<file path="config.mk">
export PLATFORM = sky130hd
export DESIGN_NAME = correlator_sample_sequencer
export DESIGN_NICKNAME = d
export VERILOG_FILES = /design/src/rtl/correlator_sample_sequencer_pkg.sv /design/src/rtl/correlator_sample_sequencer_lfsr16_galois.sv /design/src/rtl/correlator_sample_sequencer.sv
export SDC_FILE = /design/constraint.sdc
export NUM_CORES = 1
export LEC_CHECK = 0
export CORE_UTILIZATION = 30
export DETAILED_ROUTE_END_ITERATION = 8
export PLACE_DENSITY = 0.45
export SYNTH_ARGS = -nofsm -noshare
export SYNTH_HDL_FRONTEND = slang
export SYNTH_SLANG_ARGS = --single-unit
export TNS_END_PERCENT = 50
</file>
<file path="constraint.sdc">
create_clock -name i_clk -period 5.45 [get_ports i_clk]
set_input_delay 1.09 -clock i_clk [delete_from_list [all_inputs] [get_ports i_clk]]
set_output_delay 1.09 -clock i_clk [all_outputs]
set_load 0.005 [all_outputs]
</file>
<file path="src/rtl/correlator_sample_sequencer_pkg.sv">
// Shared state encoding, counter widths and LFSR taps for the correlator sample sequencer.
package correlatorSeqPkg;

  typedef enum logic [1:0] {
    IDLE     = 2'b00,
    SAMPLING = 2'b01,
    DONE     = 2'b10
  } seq_state_t;

  localparam int DEFAULT_MAX_WINDOW_LENGTH_EXP = 16;
  localparam int DEFAULT_MAX_SAMPLE_PERIOD_EXP = 15;
  localparam int DEFAULT_MAX_SAMPLE_JITTER_EXP = 8;

  // Counters are sized for the largest supported exponents; instances may lower the maxima but not raise them.
  localparam int SAMPLE_CNT_W   = DEFAULT_MAX_WINDOW_LENGTH_EXP + 1;
  localparam int INTERVAL_CNT_W = DEFAULT_MAX_SAMPLE_PERIOD_EXP + 1;

  // x^16 + x^14 + x^13 + x^11 + 1 in right-shifting Galois form
  localparam logic [15:0] LFSR_TAPS = 16'hB400;

endpackage

</file>
<file path="src/rtl/correlator_sample_sequencer_lfsr16_galois.sv">
// Jitter source: 16-bit Galois LFSR that advances only when a new sample interval is loaded.
module lfsr16_galois
  import correlatorSeqPkg::*;
#(
  parameter logic [15:0] SEED = 16'hACE1
) (
  input  logic        i_clk,
  input  logic        i_rst,
  input  logic        i_cg,
  input  logic        i_step,
  output logic [15:0] o_value
);

  always_ff @(posedge i_clk) begin
    if (i_rst) begin
      o_value <= SEED;
    end else if (i_cg && i_step) begin
      o_value <= (o_value >> 1) ^ (o_value[0] ? LFSR_TAPS : 16'h0000);
    end
  end

endmodule

</file>
<file path="src/rtl/correlator_sample_sequencer.sv">
// Sample strobe generator with jittered power-of-two spacing, framed into windows
// that are handed to the packetiser over a valid/ready handshake.
module correlator_sample_sequencer
  import correlatorSeqPkg::*;
#(
  parameter int          MAX_WINDOW_LENGTH_EXP = DEFAULT_MAX_WINDOW_LENGTH_EXP,
  parameter int          MAX_SAMPLE_PERIOD_EXP = DEFAULT_MAX_SAMPLE_PERIOD_EXP,
  parameter int          MAX_SAMPLE_JITTER_EXP = DEFAULT_MAX_SAMPLE_JITTER_EXP,
  parameter logic [15:0] LFSR_SEED             = 16'hACE1
) (
  input  logic                                     i_clk,
  input  logic                                     i_rst,
  input  logic                                     i_cg,
  input  logic                                     i_enable,
  input  logic [$clog2(MAX_WINDOW_LENGTH_EXP+1)-1:0] i_windowLengthExp,
  input  logic [$clog2(MAX_SAMPLE_PERIOD_EXP+1)-1:0] i_samplePeriodExp,
  input  logic [$clog2(MAX_SAMPLE_JITTER_EXP+1)-1:0] i_sampleJitterExp,
  output logic                                     o_sampleStrobe,
  output logic                                     o_windowStart,
  output logic                                     o_windowValid,
  input  logic                                     i_windowReady,
  output logic [7:0]                               o_windowSeq,
  output logic                                     o_busy
);

  localparam int W_EXP_W = $clog2(MAX_WINDOW_LENGTH_EXP + 1);
  localparam int P_EXP_W = $clog2(MAX_SAMPLE_PERIOD_EXP + 1);
  localparam int J_EXP_W = $clog2(MAX_SAMPLE_JITTER_EXP + 1);

  seq_state_t state, state_next;

  logic [W_EXP_W-1:0]        w_clamp;
  logic [P_EXP_W-1:0]        p_clamp, cfg_p, load_p;
  logic [J_EXP_W-1:0]        j_clamp, cfg_j, load_j;
  logic [SAMPLE_CNT_W-1:0]   sample_cnt, sample_load;
  logic [INTERVAL_CNT_W-1:0] interval_cnt, interval_load;
  logic [15:0]               lfsr_value;

  logic strobe_next, start_next;
  logic load_window, load_interval, dec_interval, dec_sample, transfer;

  always_comb begin
    w_clamp = i_windowLengthExp;
    if (int'(i_windowLengthExp) > MAX_WINDOW_LENGTH_EXP) w_clamp = W_EXP_W'(MAX_WINDOW_LENGTH_EXP);
    p_clamp = i_samplePeriodExp;
    if (int'(i_samplePeriodExp) > MAX_SAMPLE_PERIOD_EXP) p_clamp = P_EXP_W'(MAX_SAMPLE_PERIOD_EXP);
    j_clamp = i_sampleJitterExp;
    if (int'(i_sampleJitterExp) > MAX_SAMPLE_JITTER_EXP) j_clamp = J_EXP_W'(MAX_SAMPLE_JITTER_EXP);
    if (int'(j_clamp) > int'(p_clamp)) j_clamp = J_EXP_W'(p_clamp);
  end

  // The first interval of a window uses the freshly clamped inputs; later ones use the latched copy.
  assign load_p = load_window ? p_clamp : cfg_p;
  assign load_j = load_window ? j_clamp : cfg_j;

  assign interval_load = INTERVAL_CNT_W'((32'd1 << load_p)
                         + (32'(lfsr_value) & ((32'd1 << load_j) - 32'd1)) - 32'd1);
  assign sample_load   = SAMPLE_CNT_W'((32'd1 << w_clamp) - 32'd1);

  lfsr16_galois #(
    .SEED (LFSR_SEED)
  ) u_lfsr (
    .i_clk   (i_clk),
    .i_rst   (i_rst),
    .i_cg    (i_cg),
    .i_step  (load_interval),
    .o_value (lfsr_value)
  );

  always_ff @(posedge i_clk) begin
    if (i_rst) begin
      state <= IDLE;
    end else if (i_cg) begin
      state <= state_next;
    end
  end

  always_comb begin
    state_next    = state;
    strobe_next   = 1'b0;
    start_next    = 1'b0;
    load_window   = 1'b0;
    load_interval = 1'b0;
    dec_interval  = 1'b0;
    dec_sample    = 1'b0;
    transfer      = 1'b0;
    case (state)
      IDLE: begin
        if (i_enable) begin
          state_next    = SAMPLING;
          strobe_next   = 1'b1;
          start_next    = 1'b1;
          load_window   = 1'b1;
          load_interval = 1'b1;
        end
      end
      SAMPLING: begin
        if (!i_enable) begin
          state_next = IDLE;
        end else if (interval_cnt != '0) begin
          dec_interval = 1'b1;
        end else if (sample_cnt != '0) begin
          strobe_next   = 1'b1;
          dec_sample    = 1'b1;
          load_interval = 1'b1;
        end else begin
          state_next = DONE;
        end
      end
      DONE: begin
        transfer = o_windowValid && i_windowReady;
        if (transfer) begin
          if (i_enable) begin
            state_next    = SAMPLING;
            strobe_next   = 1'b1;
            start_next    = 1'b1;
            load_window   = 1'b1;
            load_interval = 1'b1;
          end else begin
            state_next = IDLE;
          end
        end
      end
      default: state_next = IDLE;
    endcase
  end

  // With the clock gate low every register holds except the one-cycle pulses, which drop.
  always_ff @(posedge i_clk) begin
    if (i_rst) begin
      o_sampleStrobe <= 1'b0;
      o_windowStart  <= 1'b0;
      o_windowValid  <= 1'b0;
      o_busy         <= 1'b0;
      o_windowSeq    <= 8'd0;
      sample_cnt     <= '0;
      interval_cnt   <= '0;
      cfg_p          <= '0;
      cfg_j          <= '0;
    end else if (!i_cg) begin
      o_sampleStrobe <= 1'b0;
      o_windowStart  <= 1'b0;
    end else begin
      o_sampleStrobe <= strobe_next;
      o_windowStart  <= start_next;
      o_windowValid  <= (state_next == DONE);
      o_busy         <= (state_next != IDLE);
      if (load_window) begin
        cfg_p      <= p_clamp;
        cfg_j      <= j_clamp;
        sample_cnt <= sample_load;
      end else if (dec_sample) begin
        sample_cnt <= sample_cnt - SAMPLE_CNT_W'(1);
      end
      if (load_interval) begin
        interval_cnt <= interval_load;
      end else if (dec_interval) begin
        interval_cnt <= interval_cnt - INTERVAL_CNT_W'(1);
      end
      if (transfer) begin
        o_windowSeq <= o_windowSeq + 8'd1;
      end
    end
  end

endmodule

</file>
==> reports/results.env <==
RUN_STATUS='finished, final reports clean'
PERIOD_NEEDED_NS=5.20
REPORT.FINAL.SLEW_VIOL_COUNT=0
END_OF_THE_WORST_HOLD_PATH='u_lfsr.o_value[14]'
YS_WARN_COUNT=0
HOLDPATHSTAGES=2
RSZ0062_AT_GRT='no'
FINALSETUPVIOLCOUNT=0
POWER_FRAC_SEQ_PCT=26.3
CELL_AREA_AFTER_PLACEMENT_SQ_MM=0.00673
WORST_HOLD_STARTPOINT='u_lfsr.o_value[15]'
CRITICAL_PATH.STARTPOINT_TYPE='primary input'
NUM-NETS-FINAL=917
INSERTION_DELAY_NS=0.35
TRITONCTS='done'
DIEAREA_SQ_MM=0.0194
WORST_SLEW_MARGIN_REL_PCT=30.7
DRCVIOLATIONCOUNT=0
SYN-MEAN-INSTANCE-AREA_SQ_UM=7.31
HOLD_WS_NS=0.461
LEAKAGE_nW=2.96
DIE_WIDTH_MICRONS=139
FINAL.FILL_COUNT=1885
FINAL_INSTANCE_AREA_SQ_MM=0.00747
CLOCKROOTBUFFER='clkbuf_16'
MAX_CAP_VIOL=0
MOST_FREQUENT_STANDARD_CELL_IN_THE_LAYOUT_EXCLUDING_FILL_AND_TAP_CELLS='nand2_1'
CRIT_TYPE='in2reg'
FIN_TOTAL_PWR_mW=2.35
FINAL_CORE_UTIL_PCT=41.0
GLOBALPLACE.CONGESTION=0.826
HOLDCRITPATHCLASS='reg2reg'
SETUP_TNS_NS=0
CLOCK_NETWORK_FRACTION_OF_DESIGN_POWER_PCT=28.1
DESIGN.CORE.AREA_SQ_MM=0.0182
CRITPATHCAPTURETYPE='flop'
DETAILEDPLACEMENTHPWL_MICRONS=12500
REG2REGPATHDEPTH=19
DPL_WORST_SLACK_NS=-0.663
PORT-BUFFER-COUNT=29
ANTENNA_VIOL_NETS_FINAL=0
N_ANTENNA_CELL=0
NUM_IO_PINS=30
POSTROUTEWIRELENGTH_MICRONS=17400
PLACEDCELLCOUNT=1065
GRT_MAX_DEGREE=47
CTS-ROOT-TO-SINK-BUFFERS=2
ROUTED_VIA_COUNT_DIVIDED_BY_CELL_COUNT=5.42
SYNTHESIS.INSTANCES=772
WORST_EP_REQUIRED_TIME_NS=5.69
TIGHTESTPINTRANSITION_NS=1.02
SYNTH-EDFF-COUNT=0
MOSTFREQUENTLAYOUTCELLS='122 x nand2_1, 88 x buf_4, 71 x dfxtp_1, 50 x nor2_1, 49 x a21oi_1'
POWER_REPORT.INTERNAL_TOTAL_mW=1.49
R2R_SLACK_NS=1.31
SYNTH.YOSYS.SEQ_AREA_SHARE_PCT=25.2
NUMCTSBUFFERS=9
PEAKVDDDROP_uV=181
CTS-HTREE-LEVELS=3
POWER.SHARE.SWITCHING_PCT=36.8
LEADING_REGISTER_CELL_TYPE_OUT_OF_SYNTHESIS='dfxtp_1'
MAX_FREQ_MHz=192
SETUP_SLACK_NS=0.247
LAYOUT_WORST_PATH_CYCLE_SHARE_PCT=95.5
CP_DATA_ARRIVAL_TIME_NS=5.44
CTS_STAGE_HOLD_BUFFER_COUNT=0
STD_CELL_ROWS=49
POWER_DENSITY_mW_PER_MM2=315
DRT_FIRST_PASS_ITERS=5
POWER_FRAC_COMB_PCT=45.6
GRT_FIRST_PASS_WIRELENGTH_MICRONS=28500
CLK_TRANSITION_REPORTED_PATHS_NS=0.06
DRIVE_ABOVE_1_SHARE_PCT=21.7
FINALNONFILLERCELLS=1095
FLOORPLAN.DIE.HEIGHT_MICRONS=139
SYN2LAYOUT_AREA_GROWTH_PCT=32.3
SYNTHESIZED_AREA_SQ_MM=0.00565
DISTINCT_CELLS_SYNTH=76
AREA.SEQUENTIAL_SQ_MM=0.00142
NET-SWITCHING-POWER_uW=865
GRT-OVFL-TOTAL=0
CLOCK_SINK_COUNT=71
CRIT-REG2REG-CAPTURE='interval_cnt[15]'
WORSTREG2REGSTART='state[1]'
DRT-WIRELENGTH-PER-CELL_MICRONS=15.9
VIAS=5939
SYNTH.FF_LATCH_COUNT=71
DRT_ITER0_MARKERS=351
GRT.TOTAL_USAGE_PCT=18.3
SYN-NUM-NETS=828
FIN_WORST_SKEW_NS=0.00732
MULTI_INPUT_AREA_SQ_MM=0.00426
SYNTH_ASYNC_SR_FLOP_SHARE_PCT=0
HOLD_VIOL_FINAL=0
INITIAL_CORE_UTIL_PCT=31.0
WORST-PATH-MAX-FANOUT=6
NUMBER_OF_GLOBAL_ROUTE_VIAS_BEFORE_REPAIR=5762
GRT_ANTENNA_BEFORE_REPAIR=0
per-layer routing:
layer	track usage (%)	share of wire, %	vias to the layer above
met3	3.28	3.6	16
met4	5.38	1.5	0
li1	-	-	2957
met1	22.9	47	2862
met2	31.7	48	104
met5	0	0	-
cell usage after synthesis, types with 7 or more instances:
| cell | count | area [sq um] |
|---|---|---|
| nand2_1 | 124 | 465 |
| dfxtp_1 | 71 | 1420 |
| buf_2 | 7 | 35.0 |
| o31ai_1 | 16 | 120 |
| or3_1 | 13 | 81.3 |
| xor2_1 | 12 | 105 |
| nand3b_1 | 17 | 128 |
| mux2i_1 | 12 | 120 |
| a31oi_1 | 12 | 75.1 |
| xnor2_1 | 12 | 105 |
| a21oi_1 | 53 | 265 |
| nand2b_1 | 15 | 93.8 |
| nor2_1 | 51 | 191 |
| nor2b_1 | 9 | 56.3 |
| inv_1 | 44 | 165 |
| a211oi_1 | 15 | 113 |
| clkbuf_1 | 29 | 109 |
| nor4_1 | 8 | 50.1 |
| o21ai_0 | 49 | 245 |
| nand3_1 | 22 | 110 |
| ha_1 | 37 | 463 |
| nor3_1 | 27 | 135 |
cell families (layout without fill, tap and decap cells):
kind of cell               count (synthesis)  count (layout)  share of synthesized area (%)
AOI/OAI and AO/OA                        205             205                           23.5
muxes                                     14              14                           2.53
and+or+nand+nor                          334             334                           30.3
DFF                                       71              71                           25.2
xor gates and xnor gates                  24              24                           3.72
adders and majority gates                 38              38                           8.55
buffers and inverters                     86             180                           6.21
power groups by stage:
stage / Combinational (mW) / Clock [mW] / Sequential (mW)
floorplan: 0.668 / 0 / 0.613
global placement: 0.949 / 0 / 0.626
detailed placement: 0.959 / 0 / 0.627
CTS: 0.983 / 0.678 / 0.616
global route: 1.18 / 0.703 / 0.626
finish: 1.07 / 0.662 / 0.618
layout make-up:
class | count | share of cell area (%)
timing repair buffer | 120 | 13.6
multi-input combinational | 615 | 57.0
clock inverter | 6 | 1.12
tap | 229 | 3.84
clock buffer | 10 | 3.20
inverter | 44 | 2.24
sequential | 71 | 19.0
critical path, cell delays in order:
cell and delay, ns:
clkbuf_2 0.15, nor2b_4 0.15, ha_4 0.21, nor2b_4 0.13, o31a_1 0.35, buf_4 0.15, o211ai_1 0.27, a31o_2 0.26
nand3_4 0.10, ha_4 0.19, buf_12 0.14, nor4_4 0.20, o21ai_1 0.11, ha_1 0.33, fa_2 0.43, nor2b_4 0.15
o31ai_4 0.09, a21oi_2 0.20, a41oi_2 0.17, a21oi_2 0.18, xnor2_1 0.07, a2111oi_1 0.31
worst max-delay path by stage:
stage,startpoint,to,cells after the start
after floorplan,i_sampleJitterExp[1],interval_cnt[15],24
after global placement,i_sampleJitterExp[3],interval_cnt[15],24
after detailed placement,i_sampleJitterExp[3],interval_cnt[15],24
after CTS,i_sampleJitterExp[1],interval_cnt[15],24
after global routing,i_sampleJitterExp[3],interval_cnt[15],24
final,i_sampleJitterExp[3],interval_cnt[15],22
what timing repair did:
action	4_1_cts	5_1_grt
pin swaps	12	45
gates resized for setup	14	55
setup endpoints to repair	8	11
buffers inserted	1	12
gates cloned	0	1
sequential cells by signal, summed over array words and instances, names as in the netlist:
| name | count |
|---|---|
| o_windowValid | 1 |
| cfg_j | 4 |
| o_windowSeq | 8 |
| sample_cnt | 17 |
| cfg_p | 4 |
| u_lfsr.o_value | 16 |
| interval_cnt | 16 |
| o_windowStart | 1 |
| state | 2 |
| o_sampleStrobe | 1 |
| o_busy | 1 |
Power figures use the tool's default switching activity.
